**config.mk**
```make
export PLATFORM = sky130hd
export DESIGN_NAME = floor_div_recon_16
export DESIGN_NICKNAME = d
export VERILOG_FILES = /design/src/rtl/floor_div_recon_16.sv
export SDC_FILE = /design/constraint.sdc
export NUM_CORES = 1
export LEC_CHECK = 0
export CORE_MARGIN = 1.5
export CORE_UTILIZATION = 61
export CTS_CLUSTER_SIZE = 24
export DETAILED_ROUTE_END_ITERATION = 10
export PLACE_DENSITY_LB_ADDON = 0.15
export SKIP_LAST_GASP = 1
export SLEW_MARGIN = 20
export SYNTH_ARGS = -nofsm -noshare
export SYNTH_HDL_FRONTEND = slang
export SYNTH_SLANG_ARGS = --single-unit
```
**constraint.sdc**
```tcl
create_clock -name clk -period 8.15 [get_ports clk]
set_input_delay 1.63 -clock clk [delete_from_list [all_inputs] [get_ports clk]]
set_output_delay 1.63 -clock clk [all_outputs]
set_load 0.02 [all_outputs]
```
**src/rtl/floor_div_recon_16.sv**
```systemverilog
// Rebuilds a floor-division dividend as quotient*divisor + remainder using an
// iterative shift-add engine that retires one quotient bit per cycle.
module floor_div_recon_16 #(
    parameter int BITWIDTH = 16
) (
    input  logic                    clk,
    input  logic                    rst_n,
    input  logic                    in_valid,
    output logic                    in_ready,
    input  logic [BITWIDTH-1:0]     quotient,
    input  logic [BITWIDTH-1:0]     divisor,
    input  logic [BITWIDTH-1:0]     remainder,
    output logic                    out_valid,
    input  logic                    out_ready,
    output logic [2*BITWIDTH-1:0]   dividend,
    output logic                    div_zero,
    output logic                    rem_err
);

    localparam int CNT_W = (BITWIDTH > 1) ? $clog2(BITWIDTH) : 1;

    typedef enum logic [1:0] {
        IDLE = 2'd0,
        BUSY = 2'd1,
        DONE = 2'd2
    } state_t;

    state_t                 state;
    state_t                 state_nxt;
    logic [2*BITWIDTH-1:0]  acc;
    logic [2*BITWIDTH-1:0]  mcand;
    logic [2*BITWIDTH-1:0]  acc_sum;
    logic [BITWIDTH-1:0]    mplier;
    logic [CNT_W-1:0]       cnt;
    logic                   zero_cap;
    logic                   rerr_cap;
    logic                   last;

    assign last    = (cnt == CNT_W'(BITWIDTH - 1));
    assign acc_sum = mplier[0] ? (acc + mcand) : acc;

    always_ff @(posedge clk or negedge rst_n) begin
        if (!rst_n) begin
            state <= IDLE;
        end else begin
            state <= state_nxt;
        end
    end

    always_comb begin
        state_nxt = state;
        case (state)
            IDLE:    if (in_valid)  state_nxt = BUSY;
            BUSY:    if (last)      state_nxt = DONE;
            DONE:    if (out_ready) state_nxt = IDLE;
            default:                state_nxt = IDLE;
        endcase
    end

    always_comb begin
        in_ready  = (state == IDLE);
        out_valid = (state == DONE);
    end

    // Flags are captured at accept but only published with the result, so the
    // visible outputs keep describing the previous result until the next one lands.
    always_ff @(posedge clk or negedge rst_n) begin
        if (!rst_n) begin
            acc      <= '0;
            mcand    <= '0;
            mplier   <= '0;
            cnt      <= '0;
            zero_cap <= 1'b0;
            rerr_cap <= 1'b0;
            dividend <= '0;
            div_zero <= 1'b0;
            rem_err  <= 1'b0;
        end else begin
            case (state)
                IDLE: begin
                    if (in_valid) begin
                        acc      <= {{BITWIDTH{1'b0}}, remainder};
                        mcand    <= {{BITWIDTH{1'b0}}, divisor};
                        mplier   <= quotient;
                        cnt      <= '0;
                        zero_cap <= (divisor == '0);
                        rerr_cap <= (remainder >= divisor);
                    end
                end
                BUSY: begin
                    acc    <= acc_sum;
                    mcand  <= mcand << 1;
                    mplier <= mplier >> 1;
                    cnt    <= cnt + CNT_W'(1);
                    if (last) begin
                        dividend <= acc_sum;
                        div_zero <= zero_cap;
                        rem_err  <= rerr_cap;
                    end
                end
                default: ;
            endcase
        end
    end

endmodule

```
==> results of run 1 <==
-- synth_stat cells (11+ instances only) --
library cell / count / area share (%)
ha_1: 48 / 8.2
clkbuf_1: 37 / 1.9
a22oi_1: 16 / 1.6
o22ai_1: 31 / 2.7
o21ai_0: 81 / 5.6
and3_1: 11 / 0.94
a21oi_1: 31 / 2.1
nor2_1: 94 / 4.8
nand2_1: 120 / 6.2
xnor2_1: 18 / 2.2
inv_1: 24 / 1.2
a21o_1: 25 / 2.6
nand3_1: 11 / 0.76
mux2i_1: 25 / 3.4
dfrtp_1: 122 / 42
-- layer usage --
layer  share of wire (%)  track usage [%]  up-vias
met5                   0                0        -
met4                 2.9             15.4        0
met3                 7.2             6.16       62
met2                  48             52.8      318
met1                  42             41.5     3183
li1                    -                -     3068
-- tightest hold or removal path, stage by stage, from the launching register on --
cell	delay [ns]
dfrtp_1	0.34
nand2_1	0.04
o21ai_0	0.05
-- through the flow --
stage                     instances  setup slack, ns  util (%)  hold WS, ns  total power [mW]
after floorplan                 825             4.79         -        0.439              2.88
after global placement         1017             4.16      71.4        0.460              3.43
after detailed placement       1017             4.02      71.4        0.463              3.54
after CTS                      1049             4.43      76.6        0.476              4.33
after global routing           1049             4.35      76.6        0.500              4.67
final                          1049             4.42      76.6        0.472              4.37
-- cell families after synthesis --
kind of cell,after synthesis
flip-flops,122
buffers and inverters,69
AO/OA/AOI/OAI,241
AND/OR/NAND/NOR,290
XOR/XNOR,28
adder cells (fa/ha/maj),49
multiplexers,26
-- layout make-up --
class	count	area share (%)
clock buffers	25	5.73
repair buffers	94	10.4
multi-input cells	634	45.1
well taps	143	2.03
clock inverters	7	0.993
flip-flops and latches	122	34.6
inverters	24	1.02
-- power by group --
group / internal (mW) / switching, mW / total (mW)
sequential: 0.894 / 0.219 / 1.11
combinational: 1.04 / 1.46 / 2.50
clock: 0.488 / 0.271 / 0.758
total: 2.42 / 1.95 / 4.37
-- path summary, 6_finish.rpt --
check,end,startpoint,slack (ns),cells after the start
setup / recovery,rerr_cap,remainder[0],4.42,12
hold / removal,dividend[21],dividend[21],0.47,2
setup reg to reg,acc[29],acc[2],5.09,10
hold reg to reg,dividend[21],dividend[21],0.47,2
max in group asynchronous,mplier[0],rst_n,5.53,2
min in group asynchronous,dividend[10],rst_n,1.28,1
-- registers in the layout, indices dropped and copies added (netlist names), 2 cells and up --
register	cells
dividend	32
state	2
mcand	32
acc	32
mplier	16
cnt	4
==> key figures, run 1 <==
Timing
  • Count of final setup violators: 0
  • Max-slew violation count: 0
  • Fmax: 0.268 GHz
  • Worst clock skew: 0.00665 ns
  • RSZ-0062 raised after global routing: no
  • Period minus WS final: 3.73 ns
  • Setup TNS: 0 ns
  • Fin crit share: 45.8%
  • Hold Fails Final Rpt: 0
  • Worst Max-Slew Pin Slew: 1.12 ns
  • Slew headroom: 25.3%

Worst hold path
  • Hold crit path type: register to register

Worst setup path
  • CP startpoint kind: primary input
  • Setup CP Type: primary input to register
  • Worst path cell trace: clkdlybuf4s50_1, inv_1, ha_1, nand2b_1, a21o_1, a21o_1, a21o_1, a21o_1, a21o_1, a31oi_1, o2111ai_1, o211a_1
  • Worst path arrival time: 4.05 ns
  • Most used cell, CP: a21o_1
  • Top delay family on crit path: compound AO/OA/AOI/OAI gates
  • Crit path largest cell delay: 0.51 ns
  • Critical Path RT: 8.46 ns
  • CP Max Fanout: 2
  • CP max stage cell: clkdlybuf4s50_1
  • Setup crit end kind: register
  • Buf/Inv on CP: 2

Clocking
  • Root Driver: clkbuf_16
  • TritonCTS clock tree: yes
  • Clock buffer depth: 2
  • # H-tree levels: 4
  • Cts hold-fix bufs: 0
  • Setup bufs post-CTS: 0
  • Clk Latency, worst-skew pair: between 0.4 and 0.5 ns
  • Clock-pin slew on the worst setup and hold paths: 0.05 ns
  • CTS buffer count: 17
  • Post-CTS sizing: 0
  • CTS sink count: 122

Route
  • Vias: 6631
  • Via/cell ratio: 6.32
  • DR iter-0 viols: 586
  • Final ANT Viol Nets: 0
  • WL per Instance: approximately 19 um
  • WL final: 19400 um
  • Drt drc: 0
  • Drt pass-1 iters: 7

Logic synthesis
  • Async set or reset register ratio after synthesis: 100%
  • Yosys cell types: 58
  • Adder-Cell Fraction of Synth Area: 8.52%
  • Simple-Gate Fraction of Synth Area: 17.5%
  • Seq/Total Area, Yosys: 41.9%
  • Compound-Gate Fraction of Synth Area: roughly 22%
  • Main combinational cell family by area after synthesis: compound AO/OA/AOI/OAI gates
  • Syn Inst Count: 825
  • Top_reg_cell synth: dfrtp_1
  • Avg Cell Area, Syn: 8.83 um^2
  • Yosys warns: 0
  • Yosys reg bits: 122
  • Net Count, Synth: 926
  • Mux cell area share after synthesis: 3.59%
  • Synthesized area: 7280 um^2
  • XOR/XNOR Fraction of Synth Area: 3.37%
  • Post-synth EDFFs: 0

Die
  • Die span in y: 112 um
  • Initial Util: 63.3%
  • Chip width: 112 um
  • Die area: around 13000 um^2
  • Ports: 88
  • Cell Rows: 39
  • Core box area: 11500 um^2

Cells and area
  • Most common cell after layout, fill and taps aside: dfrtp_1
  • Most frequent cells in the layout: dfrtp_1, nand2_1, nor2_1
  • Area delta synth->final: 21.0%
  • Antenna cells: 0
  • Area occupied by registers: 3050 um^2
  • Share of layout cells above drive strength 1: around 6.1%
  • Design area: slightly below 9000 um^2
  • Fill count: 784
  • Final #Nets: 994
  • Multi-input gate area: 3980 um^2

Pwr
  • Leakage Power: 4.17 nW
  • VDD IR-drop max: 274 uV
  • Pwr/cell area: 496 nW/um^2

Global routing
  • First-pass GRT wire length: 32100 um
  • Remaining global-route overflow: 0
  • Vias in the first global route: 6600
  • Largest net degree at the start of global routing: 69
  • Total GRT Usage: between 30% and 40%
  • Initial antenna violation count: 0

Place
  • DP Area: around 8200 um^2
  • DP Wirelength: 13000 um
  • Port bufs: just under 90
  • Routability cong.: 0.941

Job
  • Maxcap violations: 0

Run status
  • Status: finished, final reports clean
No activity file was read; power rests on OpenSTA's default activity.
==> inputs of run 2 (changes only) <==
- CORE_UTILIZATION: 61 -> 51
- clock period: 8.15 -> 3.23 ns (I/O delays scaled with it)
==> run 2 against run 1 <==
Net effect: combinational power rose to 2.5 times the previous value; register-to-register slack got worse by 4.8 ns; die area grew 19%; flip-flop and latch count is the same; clock skew grew 0.0036 ns; first-iteration DRC count fell by 28%; core utilization shrank 12 points; largest cell class unchanged.
==> key figures, run 2 (same netlist as run 1, synthesis figures left out) <==
Run status
  • Status: finished, final reports clean

Timing
  • Final WS setup: 0.265 ns
  • Worst Max-Slew Pin Slew: around 0.79 ns
  • Period minus WS final: about 3 ns
  • Setup TNS: 0 ns
  • Fmax: between 0.3 and 0.4 GHz
  • Fin Hold WS: 0.235 ns
  • Slew headroom: 46.9%
  • Fin crit share: 91.8%
  • Hold Fails Final Rpt: 0
  • Count of final setup violators: 0
  • Worst clock skew: about 0.01 ns
  • Max-slew violation count: 0
  • RSZ-0062 raised after global routing: no

Global routing
  • Busiest grt layer: met2
  • Remaining global-route overflow: 0
  • Vias in the first global route: 6254
  • Initial antenna violation count: 0
  • First-pass GRT wire length: about 31000 um
  • Total GRT Usage: 27.0%
  • Met3 usage: 4.97%
  • Met1 usage: between 30 and 40%
  • Met2 GRT Util: approximately 43%
  • Largest net degree at the start of global routing: 64

Route
  • Vias: 6455
  • DR iter-0 viols: around 420
  • WL final: 19200 um
  • Final ANT Viol Nets: 0
  • Drt drc: 0
  • WL per Instance: 17.6 um
  • Via/cell ratio: 5.92
  • Drt pass-1 iters: 5

Worst setup path
  • Critical Path RT: roughly 3.5 ns
  • Setup crit end kind: register
  • Worst path arrival time: 3.27 ns
  • CP Max Fanout: 5
  • CP Launch Point: acc[0]
  • Worst r2r src: acc[0]
  • Worst reg-to-reg path cell count: 11
  • Setup CP Type: register to register
  • CP startpoint kind: register
  • R2R Setup Slk: between 0.2 and 0.3 ns
  • FF-to-FF End: dividend[18]

Clocking
  • Root Driver: clkbuf_16
  • CTS sink count: 122
  • Clock-pin slew on the worst setup and hold paths: around 0.06 ns
  • CTS buffer count: 17
  • TritonCTS clock tree: yes
  • Clock buffer depth: 2
  • Clk Latency, worst-skew pair: 0.42 ns
  • # H-tree levels: 4

Place
  • DP Area: slightly above 8000 um^2
  • DP Wirelength: 13400 um
  • Port bufs: 87
  • Placed cells: 1059
  • DP Worst Slack: between 0.1 and 0.15 ns
  • Routability cong.: just over 0.9

Cells and area
  • Most frequent cells in the layout: dfrtp_1, nand2_1, nor2_1
  • Most common cell after layout, fill and taps aside: dfrtp_1
  • Antenna cells: 0
  • Multi-input gate area: 3980 um^2
  • Fill count: around 1100
  • Area delta synth->final: 23.3%
  • Design area: 8980 um^2
  • Final Util: 64.5%
  • Share of layout cells above drive strength 1: around 6.9%
  • Post-Layout Cell Count: roughly 1100
  • Largest regs: acc x32, dividend x32, mcand x32
  • Final #Nets: between 900 and 1000
  • Area occupied by registers: roughly 3000 um^2

Die
  • Chip width: 123 um
  • Die area: ~15000 um^2
  • Cell Rows: between 40 and 50
  • Initial Util: 52.3%
  • Die span in y: 123 um
  • Core box area: 13900 um^2
  • Ports: 88

Pwr
  • VDD IR-drop max: 508 uV
  • Final Power: approximately 11 mW
  • Leakage Power: approximately 4.2 nW
  • Pwr/cell area: between 1000 and 1500 nW/um^2

Worst hold path
  • Hold crit path type: primary input to asynchronous set/reset pin

Job
  • Maxcap violations: 0
[run 2: changes by cell type in the layout (fill, tap and decap cells not counted), moves of 3 or more]
| cell | before | now |
|---|---|---|
| buf_4 | 8 | 12 |
| bufinv_16 | 2 | 5 |
| clkbuf_1 | 3 | 0 |
| clkbuf_8 | 5 | 1 |
| clkinv_2 | 4 | 1 |
| clkinv_4 | 0 | 3 |
| clkinvlp_4 | 1 | 4 |
[run 2: how the worst max path moves through the flow]
stage / endpoint / slack, ns / cells after the start
after floorplan: dividend[18] / 0.57 / 11
after global placement: rerr_cap / 0.21 / 12
after detailed placement: rerr_cap / 0.15 / 12
after CTS: acc[28] / 0.28 / 11
after global routing: acc[28] / 0.07 / 11
final: dividend[18] / 0.26 / 11
[run 2: cell type report]
cell class | instances | share of cell area [%]
inverter | 24 | 1.00
clock inverter | 14 | 2.45
sequential | 122 | 34.0
tap | 180 | 2.51
multi-input combinational | 634 | 44.3
clock buffer | 18 | 4.89
timing repair buffer | 99 | 10.8
[run 2: where the power goes]
| group | switching [mW] | internal (mW) | total, mW |
|---|---|---|---|
| combinational | 3.59 | 2.66 | 6.25 |
| clock | 0.723 | 1.39 | 2.11 |
| sequential | 0.605 | 2.25 | 2.86 |
| total | 4.92 | 6.30 | 11.2 |
[run 2: worst max-delay path, stage by stage, from the launching register on]
cell and delay, ns:
dfrtp_1 0.40, ha_1 0.24, fa_1 0.41, a21o_1 0.20, a22o_2 0.24, o21ba_4 0.25, a31oi_4 0.25, o211a_1 0.22
nor2_1 0.07, xnor2_1 0.13, a21oi_1 0.13, mux2_2 0.31
[run 2: layer usage]
metal,wire (um),vias up,share of wire [%]
li1,-,3085,-
met1,8830,3136,46
met3,1230,23,6.4
met5,0,-,0
met4,309,0,1.6
met2,8850,211,46
[run 2: what timing repair did]
action                     CTS  global route
setup endpoints to repair    0             2
hold buffers                 0             0
buffers inserted             0             0
resized for setup            0             1
==> inputs of run 3 (changes only) <==
- SLEW_MARGIN: 20 -> not set
==> results of run 3 <==
The final DEF is identical to that of run 2; final timing and power are the same.
